===== src/rtl/mux_select_arbiter_pkg.sv =====
`default_nettype none
// +----------------------------------------------------------------------+
// | mux_arb_pkg : shared state encoding and sizing for mux_select_arbiter |
// | Revision    : 1.0                                                      |
// +----------------------------------------------------------------------+
package mux_arb_pkg;

    typedef enum logic [1:0] {
        IDLE  = 2'b00,
        GRANT = 2'b01,
        GAP   = 2'b10
    } arb_state_e;

    localparam int unsigned c_hcnt_w = 8;

    // Select width for an N:1 mux; a 2:1 mux still needs one select bit.
    function automatic int sel_width(input int n);
        return (n <= 2) ? 1 : $clog2(n);
    endfunction

endpackage
`default_nettype wire


===== src/rtl/mux_select_arbiter_if.sv =====
`default_nettype none
// +----------------------------------------------------------------------+
// | mux_select_arbiter_if : requester-side bundle of the shared-mux arbiter|
// | Revision              : 1.0                                            |
// +----------------------------------------------------------------------+
interface mux_select_arbiter_if
    import mux_arb_pkg::*;
#(
    parameter int NREQ = 32,
    parameter int SELW = sel_width(NREQ)
);
    logic [NREQ-1:0] req;
    logic [NREQ-1:0] grant;
    logic [SELW-1:0] sel;
    logic            valid;
    logic            preempt;

    modport master (output req, input grant, input sel, input valid, input preempt);
    modport slave  (input req, output grant, output sel, output valid, output preempt);
endinterface
`default_nettype wire


===== src/rtl/mux_select_arbiter_rr_pick.sv =====
`default_nettype none
// +----------------------------------------------------------------------+
// | rr_pick  : rotate-and-priority-encode, first set req from i_ptr upward |
// | Revision : 1.0                                                         |
// +----------------------------------------------------------------------+
module rr_pick
    import mux_arb_pkg::*;
#(
    parameter int NREQ = 32,
    parameter int SELW = sel_width(NREQ)
) (
    input  wire logic [NREQ-1:0] i_req,
    input  wire logic [SELW-1:0] i_ptr,
    output logic      [SELW-1:0] o_w,
    output logic                 o_any
);

    int              w_k;
    logic [SELW-1:0] w_idx;

    // Scan from the farthest offset down so the nearest hit to i_ptr wins last.
    always_comb begin
        o_any = 1'b0;
        o_w   = '0;
        w_k   = 0;
        w_idx = '0;
        for (int i = NREQ - 1; i >= 0; i--) begin
            w_k = int'(i_ptr) + i;
            if (w_k >= NREQ) begin
                w_k = w_k - NREQ;
            end
            w_idx = SELW'(w_k);
            if (i_req[w_idx]) begin
                o_any = 1'b1;
                o_w   = w_idx;
            end
        end
    end

endmodule
`default_nettype wire


===== src/rtl/mux_select_arbiter.sv =====
`default_nettype none
// +----------------------------------------------------------------------+
// | mux_select_arbiter : round-robin owner of a shared N:1 select mux with |
// |                      hold-limit pre-emption and a one-cycle turnaround |
// | Revision           : 1.0                                               |
// +----------------------------------------------------------------------+
module mux_select_arbiter
    import mux_arb_pkg::*;
#(
    parameter int NREQ     = 32,
    parameter int SELW     = sel_width(NREQ),
    parameter int MAX_HOLD = 16
) (
    input wire logic         clock,
    input wire logic         reset_n,
    mux_select_arbiter_if.slave bus
);

    localparam logic [c_hcnt_w-1:0] c_hold_last =
        (MAX_HOLD == 0) ? '0 : c_hcnt_w'(MAX_HOLD - 1);
    localparam logic [SELW-1:0]     c_last_idx  = SELW'(NREQ - 1);
    localparam logic [NREQ-1:0]     c_one       = {{(NREQ-1){1'b0}}, 1'b1};

    arb_state_e            state_q,   state_d;
    logic [NREQ-1:0]       grant_q,   grant_d;
    logic [SELW-1:0]       sel_q,     sel_d;
    logic                  valid_q,   valid_d;
    logic                  preempt_q, preempt_d;
    logic [SELW-1:0]       ptr_q,     ptr_d;
    logic [c_hcnt_w-1:0]   hcnt_q,    hcnt_d;

    logic [SELW-1:0]       w_idx;
    logic                  w_any;
    logic                  w_owner_req;
    logic                  w_timeout;

    rr_pick #(
        .NREQ (NREQ),
        .SELW (SELW)
    ) u_pick (
        .i_req (bus.req),
        .i_ptr (ptr_q),
        .o_w   (w_idx),
        .o_any (w_any)
    );

    assign w_owner_req = bus.req[sel_q];
    assign w_timeout   = (MAX_HOLD != 0) && (hcnt_q == c_hold_last);

    always_comb begin
        state_d   = state_q;
        grant_d   = grant_q;
        sel_d     = sel_q;
        valid_d   = valid_q;
        preempt_d = 1'b0;
        ptr_d     = ptr_q;
        hcnt_d    = hcnt_q;

        case (state_q)
            IDLE: begin
                grant_d = '0;
                valid_d = 1'b0;
                if (w_any) begin
                    grant_d = c_one << w_idx;
                    sel_d   = w_idx;
                    valid_d = 1'b1;
                    hcnt_d  = '0;
                    state_d = GRANT;
                end
            end
            GRANT: begin
                if (!w_owner_req || w_timeout) begin
                    // The released owner gets the lowest priority next round.
                    grant_d   = '0;
                    valid_d   = 1'b0;
                    ptr_d     = (sel_q == c_last_idx) ? '0 : sel_q + SELW'(1);
                    preempt_d = w_owner_req;
                    state_d   = GAP;
                end else if (hcnt_q != '1) begin
                    hcnt_d = hcnt_q + c_hcnt_w'(1);
                end
            end
            GAP: begin
                grant_d = '0;
                valid_d = 1'b0;
                state_d = IDLE;
            end
            default: begin
                grant_d = '0;
                valid_d = 1'b0;
                state_d = IDLE;
            end
        endcase
    end

    always_ff @(posedge clock or negedge reset_n) begin
        if (!reset_n) begin
            state_q   <= IDLE;
            grant_q   <= '0;
            sel_q     <= '0;
            valid_q   <= 1'b0;
            preempt_q <= 1'b0;
            ptr_q     <= '0;
            hcnt_q    <= '0;
        end else begin
            state_q   <= state_d;
            grant_q   <= grant_d;
            sel_q     <= sel_d;
            valid_q   <= valid_d;
            preempt_q <= preempt_d;
            ptr_q     <= ptr_d;
            hcnt_q    <= hcnt_d;
        end
    end

    assign bus.grant   = grant_q;
    assign bus.sel     = sel_q;
    assign bus.valid   = valid_q;
    assign bus.preempt = preempt_q;

endmodule
`default_nettype wire

===== src/flat_wrapper.sv =====
// flat-port wrapper written by rule: the top's interface ports become plain ports
module mux_select_arbiter_flat import mux_arb_pkg::*;
#(
    parameter int NREQ     = 32,
    parameter int SELW     = sel_width(NREQ),
    parameter int MAX_HOLD = 16
)
  (clock, reset_n, bus_req, bus_grant, bus_sel, bus_valid, bus_preempt);
  mux_select_arbiter_if #(.NREQ(NREQ), .SELW(SELW)) bus_i ();
  input wire logic clock;
  input wire logic reset_n;
  input wire logic [$bits(bus_i.req)-1:0] bus_req;
  output wire logic [$bits(bus_i.grant)-1:0] bus_grant;
  output wire logic [$bits(bus_i.sel)-1:0] bus_sel;
  output wire logic [$bits(bus_i.valid)-1:0] bus_valid;
  output wire logic [$bits(bus_i.preempt)-1:0] bus_preempt;
  assign bus_i.req = bus_req;
  assign bus_grant = bus_i.grant;
  assign bus_sel = bus_i.sel;
  assign bus_valid = bus_i.valid;
  assign bus_preempt = bus_i.preempt;
  mux_select_arbiter #(.NREQ(NREQ), .SELW(SELW), .MAX_HOLD(MAX_HOLD)) u_core (.clock(clock), .reset_n(reset_n), .bus(bus_i));
endmodule

===== config.mk =====
export PLATFORM = sky130hd
export DESIGN_NAME = mux_select_arbiter_flat
export DESIGN_NICKNAME = d
export VERILOG_FILES = /design/src/rtl/mux_select_arbiter_pkg.sv /design/src/rtl/mux_select_arbiter_if.sv /design/src/rtl/mux_select_arbiter_rr_pick.sv /design/src/rtl/mux_select_arbiter.sv /design/src/flat_wrapper.sv
export SDC_FILE = /design/constraint.sdc
export NUM_CORES = 1
export LEC_CHECK = 0
export BUFFER_PORTS_ARGS = -buffer_cell sky130_fd_sc_hd__buf_2
export CORE_MARGIN = 5
export CORE_UTILIZATION = 50
export DETAILED_ROUTE_END_ITERATION = 6
export PLACE_DENSITY = 0.74
export SYNTH_ARGS = -nofsm -noshare
export SYNTH_HDL_FRONTEND = slang
export SYNTH_SLANG_ARGS = --single-unit

===== constraint.sdc =====
create_clock -name clock -period 15.6 [get_ports clock]
set_input_delay 3.12 -clock clock [delete_from_list [all_inputs] [get_ports clock]]
set_output_delay 3.12 -clock clock [all_outputs]
set_load 0.01 [all_outputs]

==> impl_metrics.ini, run 1 <==
[clock_tree]
cts_resized = 0
ctsLongestPathBuffers = 2
ctsHoldBuffers = 0
cts_setup_buffers = 0
cts_buffers = 5
clock_sinks = 54
clk_latency_ns = 0.30
clk_transition_reported_paths_ns = 0.07
htree_levels = 2
cts_tree = yes
clockRootBuffer = clkbuf_16

[worst_hold_path]
hold_class = reg2reg

[critical_path]
reg2reg_slack_ns = 9.12
critical_path_class = in2reg
r2r-start = u_core.ptr_q[2]$_DFFE_PN0P_
end_kind = flip-flop
crit_end = u_core.hcnt_q[6]$_DFFE_PN0P_
reg2regPathDepth = 13
cp-startpoint = bus_req[18]
start_kind = primary input
required_ns = 15.77
crit_path_max_fanout = 12
critPathArrivalTime_ns = 7.26
rr_endpoint = u_core.bus.grant[17]$_DFFE_PN0P_

[global_routing]
busiest_layer = met2
grt_pass1_vias = 8876
grtUsageMet2_pct = 48.37
grt_pass1_wl_um = 53910
met1_usage_pct = 42.00
use_met3_pct = 6.814
grt_overflow = 0
track_usage_pct = 31.26
grt_antenna_before_repair = 0
grt_max_degree = 62

[logic_synthesis]
synthFlopType = dfrtp_1
yosysSeqAreaShare_pct = 13.88
syn_avg_cell_area_um2 = 9.680
synth_edf_count = 0
syn_area_mm2 = 0.009738
ys_types = 83
netlist_instances = 1006
syn_nets = 1056
yosys_warnings = 0
async_reset_ff_share_pct = 100.0
synth-seq-cells = 54

[drt]
drc = 0
num_vias = 9401
first_iter_violations = 1212
ant_nets = 0
first_pass_iters = 6
routed_wl_um = 34750
viasPerCell = 7.310
wl_per_cell_um = 27.02

[cells_and_area]
seqCellArea_mm2 = 0.001360
multi_input_area_mm2 = 0.007835
layout_commonest_cell = mux4_2
nets = 1070
final_cell_mix = 123 x mux4_2, 115 x nand2_1, 72 x buf_2
syn_to_final_growth_pct = 6.091
nFillCells = 1736
drive_above_1_share_pct = 30.95
insertedDiodeCount = 0

[sta]
min_period_ns = 7.095
period_share_pct = 45.48
setup-tns-final_ns = 0
rsz0062_at_grt = false
slew_headroom_pct = 17.24
worstMarginPinSlew_ns = 1.241
hold_viol = 0
skew_ns = 0.008829
finalSetupViolCount = 0
max_freq_mhz = 141.0
slew_viol_final = 0

[placed_design]
portBuffers = 72
dp_hpwl_um = 26300
place.gp.congestion = 1.082

[floorplanning]
row_count = 51
initial_core_util_pct = 50.37
dieArea_mm2 = 0.02237
io_pins = 73
fp.dieW_um = 149.6
die_y_um = 149.6
core_mm2 = 0.01933

[run]
maxCapViolCount = 0

[outcome]
status = completed
-- metrics by stage --
step                setup WS [ns]  area [um2]  hold slack [ns]  instances  utilization, %
CTS                         8.612       10330           0.4760       1286           53.43
global route                8.363       10330           0.4909       1286           53.43
finish                      8.505       10330           0.4760       1286           53.43
floorplan                   9.086        9738           0.4761       1006               -
global placement            8.410       10160           0.4587       1278           52.53
detailed placement          8.357       10160           0.4604       1278           52.53
-- worst min-delay path by stage --
stage | cells after the start | slack [ns] | from | end
after floorplan | 2 | 0.48 | u_core.hcnt_q[1]$_DFFE_PN0P_ | u_core.hcnt_q[1]$_DFFE_PN0P_
after global placement | 2 | 0.46 | u_core.bus.grant[18]$_DFFE_PN0P_ | u_core.bus.grant[18]$_DFFE_PN0P_
after detailed placement | 2 | 0.46 | u_core.bus.grant[4]$_DFFE_PN0P_ | u_core.bus.grant[4]$_DFFE_PN0P_
after CTS | 2 | 0.48 | u_core.bus.grant[10]$_DFFE_PN0P_ | u_core.bus.grant[10]$_DFFE_PN0P_
after global routing | 2 | 0.49 | u_core.bus.grant[10]$_DFFE_PN0P_ | u_core.bus.grant[10]$_DFFE_PN0P_
final | 2 | 0.48 | u_core.bus.grant[10]$_DFFE_PN0P_ | u_core.bus.grant[10]$_DFFE_PN0P_
-- synthesized netlist by cell type, drive strengths merged, types with 11 or more instances --
cell | number | share of area [%]
a211oi | 11 | 0.90
a21oi | 37 | 2.0
and3 | 11 | 0.71
buf | 38 | 2.6
clkbuf | 47 | 1.8
dfrtp | 54 | 14
ha | 16 | 2.1
inv | 30 | 1.2
mux2 | 44 | 5.1
mux2i | 63 | 6.6
mux4 | 123 | 28
nand2 | 115 | 4.4
nand3 | 20 | 1.0
nor2 | 57 | 2.2
nor3 | 24 | 1.2
o2111ai | 12 | 1.1
o211ai | 13 | 1.0
o21ai | 48 | 2.5
o22ai | 11 | 0.71
o31ai | 30 | 2.9
xnor2 | 28 | 3.1
xor2 | 15 | 1.3
-- flip-flops by register name, indices dropped and copies added (netlist names) --
name	cells
u_core.bus.preempt	1
u_core.hcnt_q	8
u_core.ptr_q	5
u_core.bus.valid	1
u_core.state_q	2
u_core.bus.grant	32
u_core.bus.sel	5
-- layout make-up --
class	count	area share (%)
multi-input cells	835	75.84
clock buffers	5	1.211
inverters	32	1.163
clock inverters	3	0.4723
well taps	265	3.209
repair buffers	92	4.941
flip-flops and latches	54	13.16
-- worst max-delay path, cell delays in order --
cell and delay, ns:
buf_2 0.15, mux4_2 0.58, mux2i_1 0.37, mux2i_1 0.27, mux2i_1 0.60, nand2_1 0.22, nor4_1 0.31, nand4_1 0.24
o31ai_1 0.98, nor3_1 0.15, xnor2_1 0.22, nor2_1 0.05
-- metal layers --
metal / part of all wire (%) / routed length [um]
met2: 45 / 15790
met5: 0 / 0
met3: 11 / 3890
met1: 38 / 13110
met4: 5.6 / 1954
-- kinds of logic (layout without fill, tap and decap cells) --
group           after synthesis  in the layout  share of synthesized area (%)
simple gates                296            296                          14.74
compound gates              250            250                          19.08
flops                        54             54                          13.88
buf+inv                     117            132                          5.666
xor+xnor                     43             43                          4.407
mux                         230            230                          40.18
fa+ha+maj                    16             16                          2.056
Power of run 1 is not shown: default switching activity piles up to over one toggle a cycle in this logic, so the estimate is an artifact.
==> inputs of run 2 (changes only) <==
--- a/config.mk
+++ b/config.mk
@@ -9,7 +9,7 @@
 export CORE_MARGIN = 5
 export CORE_UTILIZATION = 50
 export DETAILED_ROUTE_END_ITERATION = 6
-export PLACE_DENSITY = 0.74
+export PLACE_DENSITY = 0.77
 export SYNTH_ARGS = -nofsm -noshare
 export SYNTH_HDL_FRONTEND = slang
 export SYNTH_SLANG_ARGS = --single-unit
==> constraint.sdc (replaced) <==
create_clock -name clock -period 6.3 [get_ports clock]
set_input_delay 1.26 -clock clock [delete_from_list [all_inputs] [get_ports clock]]
set_output_delay 1.26 -clock clock [all_outputs]
set_load 0.01 [all_outputs]
==> run 2 against run 1 <==
Against the previous run: sequential share of layout area down 0.13 points; final cell count up 1.3%; flip-flop and latch count unchanged; global-route usage up 1.3 points; worst setup slack worse by 7.8 ns; count of clock-buffer cells in the layout unchanged; highest routed layer unchanged.
==> impl_metrics.ini, run 2 (synthesis results as in run 1) <==
[critical_path]
r2r-start = u_core.ptr_q[2]$_DFFE_PN0P_
required_ns = 6.50
crit_path_max_fanout = 17
crit_path_cell_trace = inv_1, ha_1, mux4_2, mux2i_1, o22ai_1, a221o_1, nor2_1, o2111ai_1, a211o_1, a2111oi_2, a21oi_1, or4b_4, o31ai_2
start_kind = flip-flop
critical_path_class = reg2reg
critPathArrivalTime_ns = 5.78
cp-startpoint = u_core.ptr_q[2]$_DFFE_PN0P_
cp_num_buf_inv = 1
slowest_stage = ha_1
critPathMaxStageDelay_ns = 1.01
end_kind = flip-flop
crit_family = compound AO/OA/AOI/OAI gates

[cells_and_area]
nFillCells = 1751
final_cell_mix = 123 x mux4_2, 115 x nand2_1, 72 x buf_2
layout_commonest_cell = mux4_2
nets = 1087
multi_input_area_mm2 = 0.007835
insertedDiodeCount = 0
largest_reg_flops = 32
final_cell_area_mm2 = 0.01044
drive_above_1_share_pct = 32.08
syn_to_final_growth_pct = 7.157
seqCellArea_mm2 = 0.001360

[clock_tree]
ctsLongestPathBuffers = 2
clockRootBuffer = clkbuf_16
cts_buffers = 5
clock_sinks = 54
cts_tree = yes
cts_resized = 0
ctsHoldBuffers = 0
cts_setup_buffers = 0
clk_transition_reported_paths_ns = 0.07
htree_levels = 2
clk_latency_ns = 0.30

[sta]
max_freq_mhz = 179.4
holdWs_ns = 0.4767
worstMarginPinSlew_ns = 1.217
period_share_pct = 88.48
setup-tns-final_ns = 0
skew_ns = 0.005727
min_period_ns = 5.574
rsz0062_at_grt = false
slew_viol_final = 0
fin_ws_ns = 0.7259
finalSetupViolCount = 0
hold_viol = 0
slew_headroom_pct = 18.85

[global_routing]
grt_overflow = 0
grt_max_degree = 55
grt_pass1_vias = 9087
grt_antenna_before_repair = 0
track_usage_pct = 32.53
grt_pass1_wl_um = 56060

[floorplanning]
dieArea_mm2 = 0.02237
row_count = 51
fp.dieW_um = 149.6
die_y_um = 149.6
io_pins = 73
core_mm2 = 0.01933
initial_core_util_pct = 50.37

[drt]
viasPerCell = 7.411
num_vias = 9657
first_pass_iters = 6
drc = 0
ant_nets = 0
wl_per_cell_um = 28.12
routed_wl_um = 36630
first_iter_violations = 1404

[run]
maxCapViolCount = 0

[placed_design]
place_ws_ns = 0.9168
dp_hpwl_um = 28030
place.gp.congestion = 1.024
portBuffers = 72
placed_cell_area_mm2 = 0.01028

[outcome]
status = completed

[worst_hold_path]
hold_class = reg2reg
min_from = u_core.bus.grant[20]$_DFFE_PN0P_
==> run 2: changes by cell type in the layout (fill, tap and decap cells not counted) <==
cell | previous run | this run
inv_8 | 1 | 0
inv_6 | 0 | 1
bufinv_16 | 1 | 0
buf_4 | 20 | 37
clkinv_4 | 0 | 1
==> run 2: area by class of cell <==
cell class / instances / share of cell area (%)
inverters: 32 / 1.151
clock buffers: 5 / 1.199
well taps: 265 / 3.177
multi-input cells: 835 / 75.08
flip-flops and latches: 54 / 13.03
clock inverters: 3 / 0.2398
repair buffers: 109 / 6.115
==> run 2: worst paths after layout <==
check	endpoint	slack, ns	cells after the start
max	u_core.bus.grant[9]$_DFFE_PN0P_	0.73	13
min	u_core.bus.grant[20]$_DFFE_PN0P_	0.48	2
max reg2reg	u_core.bus.grant[9]$_DFFE_PN0P_	0.73	13
min reg2reg	u_core.bus.grant[20]$_DFFE_PN0P_	0.48	2
max in group asynchronous	u_core.ptr_q[0]$_DFFE_PN0P_	4.70	2
min in group asynchronous	u_core.bus.grant[21]$_DFFE_PN0P_	1.09	2
==> run 2: layer usage <==
metal	part of all wire [%]	wire length, um	global-route usage [%]
met5	0	0	0
met4	5.6	2068	14.28
met3	12	4346	5.603
met2	44	16210	49.16
met1	38	14010	46.15
==> run 2: worst register-to-register path: stages, from the launching register on <==
cell and delay (ns):
dfrtp_1 0.46, inv_1 0.25, ha_1 1.01, mux4_2 0.43
mux2i_1 0.43, o22ai_1 0.24, a221o_1 0.42, nor2_1 0.25
o2111ai_1 0.21, a211o_1 0.35, a2111oi_2 0.43, a21oi_1 0.25
or4b_4 0.58, o31ai_2 0.19
==> run 2: metrics by stage <==
step / cells / utilization, %
final: 1303 / 53.97
after global routing: 1303 / 53.97
after CTS: 1303 / 53.97
after detailed placement: 1295 / 53.19
after global placement: 1295 / 53.19
after floorplan: 1006 / -
Power of run 2 is left out for the same reason.
==> inputs of run 3 (changes only) <==
--- a/config.mk
+++ b/config.mk
@@ -6,10 +6,11 @@
 export NUM_CORES = 1
 export LEC_CHECK = 0
 export BUFFER_PORTS_ARGS = -buffer_cell sky130_fd_sc_hd__buf_2
+export CAP_MARGIN = 25
 export CORE_MARGIN = 5
 export CORE_UTILIZATION = 50
 export DETAILED_ROUTE_END_ITERATION = 6
-export PLACE_DENSITY = 0.77
+export PLACE_DENSITY = 0.74
 export SYNTH_ARGS = -nofsm -noshare
 export SYNTH_HDL_FRONTEND = slang
 export SYNTH_SLANG_ARGS = --single-unit
==> constraint.sdc (replaced) <==
create_clock -name clock -period 5.89 [get_ports clock]
set_input_delay 1.178 -clock clock [delete_from_list [all_inputs] [get_ports clock]]
set_output_delay 1.178 -clock clock [all_outputs]
set_load 0.01 [all_outputs]
==> run 3 against run 2 <==
Against the previous run: clock skew increased by 0.0045 ns; die area unchanged; worst setup slack worse by 0.26 ns; worst hold slack better by 0.0033 ns; critical path depth increased by 1; routed wire length down 3.4%; utilization increased by 1.0 points; first-iteration DRC count decreased by 7.8%; global-route usage shrank 0.96 points; final cell count increased by 1.3%; largest cell class unchanged; register-to-register slack worse by 0.26 ns.
==> impl_metrics.ini, run 3 (synthesis results as in run 1) <==
[clock_tree]
cts_buffers = 5
cts_tree = yes
htree_levels = 2
cts_resized = 0
clockRootBuffer = clkbuf_16
clock_sinks = 54
clk_transition_reported_paths_ns = 0.08
ctsHoldBuffers = 0
ctsLongestPathBuffers = 2
cts_setup_buffers = 0
clk_latency_ns = 0.30

[global_routing]
grt_pass1_vias = 9069
grt_antenna_before_repair = 0
grt_pass1_wl_um = 54490
track_usage_pct = 31.57
grt_overflow = 0
grt_max_degree = 78

[sta]
setup-tns-final_ns = 0
skew_ns = 0.01026
slew_headroom_pct = 40.49
slew_viol_final = 0
finalSetupViolCount = 0
max_freq_mhz = 184.3
hold_viol = 0
min_period_ns = 5.425
worstMarginPinSlew_ns = 0.8853
period_share_pct = 92.11
rsz0062_at_grt = false

[critical_path]
cp_num_buf_inv = 2
crit_path_cell_trace = inv_1, ha_1, xnor2_2, buf_12, mux4_2, mux2_2, nor3_1, o21ai_0, nor4b_2, o2111ai_1, o211ai_1, and2_1, or4b_4, o31ai_2
critPathMaxStageDelay_ns = 0.54
reg2regPathDepth = 14
critical_path_class = reg2reg
slowest_stage = mux4_2
r2r-start = u_core.ptr_q[1]$_DFFE_PN0P_
crit_path_max_fanout = 11
cp-startpoint = u_core.ptr_q[1]$_DFFE_PN0P_
end_kind = flip-flop
start_kind = flip-flop
required_ns = 6.10
reg2reg_slack_ns = 0.46
critPathArrivalTime_ns = 5.64
crit_family = simple AND/OR/NAND/NOR gates
rr_endpoint = u_core.bus.grant[3]$_DFFE_PN0P_

[cells_and_area]
fin_cells = 1320
syn_to_final_growth_pct = 9.173
layout_commonest_cell = mux4_2
nets = 1104
insertedDiodeCount = 0
largest_reg_flops = 32
nFillCells = 1735
final_util_pct = 54.99
final_cell_mix = 123 x mux4_2, 115 x nand2_1, 72 x buf_2
drive_above_1_share_pct = 33.18

[drt]
ant_nets = 0
first_iter_violations = 1294
drc = 0
wl_per_cell_um = 26.81
first_pass_iters = 6
viasPerCell = 7.189
num_vias = 9490
routed_wl_um = 35390

[floorplanning]
dieArea_mm2 = 0.02237
row_count = 51
initial_core_util_pct = 50.37
io_pins = 73
fp.dieW_um = 149.6
core_mm2 = 0.01933
die_y_um = 149.6

[placed_design]
place.gp.congestion = 1.058
portBuffers = 72
dp_hpwl_um = 27480
placed_cells = 1312

[worst_hold_path]
hold_end = u_core.bus.grant[22]$_DFFE_PN0P_
hold_class = reg2reg
min_from = u_core.bus.grant[22]$_DFFE_PN0P_
hold-path-cell-count = 2

[outcome]
status = completed

[run]
maxCapViolCount = 0
run 3: area by class of cell:
type	instances	area, um2	share of cell area, %
well taps	265	331.6	3.119
repair buffers	126	810.8	7.626
clock buffers	5	125.1	1.177
flip-flops and latches	54	1360	12.79
inverters	32	120.1	1.130
multi-input cells	835	7835	73.70
clock inverters	3	48.80	0.4590
run 3: metrics by stage:
step | hold WS [ns] | setup slack, ns | instance area, um2
6_report | 0.4800 | 0.4647 | 10630
5_1_grt | 0.4963 | 0.3573 | 10630
4_1_cts | 0.4787 | 0.6649 | 10630
3_5_place_dp | 0.4620 | 0.5863 | 10460
3_3_place_gp | 0.4562 | 0.6318 | 10430
2_1_floorplan | 0.4761 | 0.5053 | 9738
run 3: worst max path at each step:
stage | to | slack (ns) | depth (start not counted)
after floorplan | u_core.bus.grant[17]$_DFFE_PN0P_ | 0.51 | 19
after global placement | u_core.bus.grant[11]$_DFFE_PN0P_ | 0.63 | 12
after detailed placement | u_core.bus.grant[3]$_DFFE_PN0P_ | 0.59 | 12
after CTS | u_core.bus.grant[3]$_DFFE_PN0P_ | 0.66 | 13
after global routing | u_core.bus.grant[3]$_DFFE_PN0P_ | 0.36 | 14
final | u_core.bus.grant[3]$_DFFE_PN0P_ | 0.46 | 14
run 3: worst reg2reg max path: cells and delay by family (launching register included):
family | cells | cell delay [ns]
xor+xnor | 1 | 0.27
fa+ha+maj | 1 | 0.43
flops | 1 | 0.47
mux | 2 | 0.91
compound gates | 4 | 0.97
simple gates | 4 | 1.59
buf+inv | 2 | 0.70
run 3: routing by layer:
layer | GRT usage [%] | vias up | share of wire [%]
met5 | 0 | - | 0
met4 | 16.02 | 0 | 6.5
met3 | 8.207 | 154 | 12
met2 | 46.52 | 648 | 43
met1 | 43.09 | 4601 | 38
li1 | - | 4087 | -
Power of run 3 is left out for the same reason.
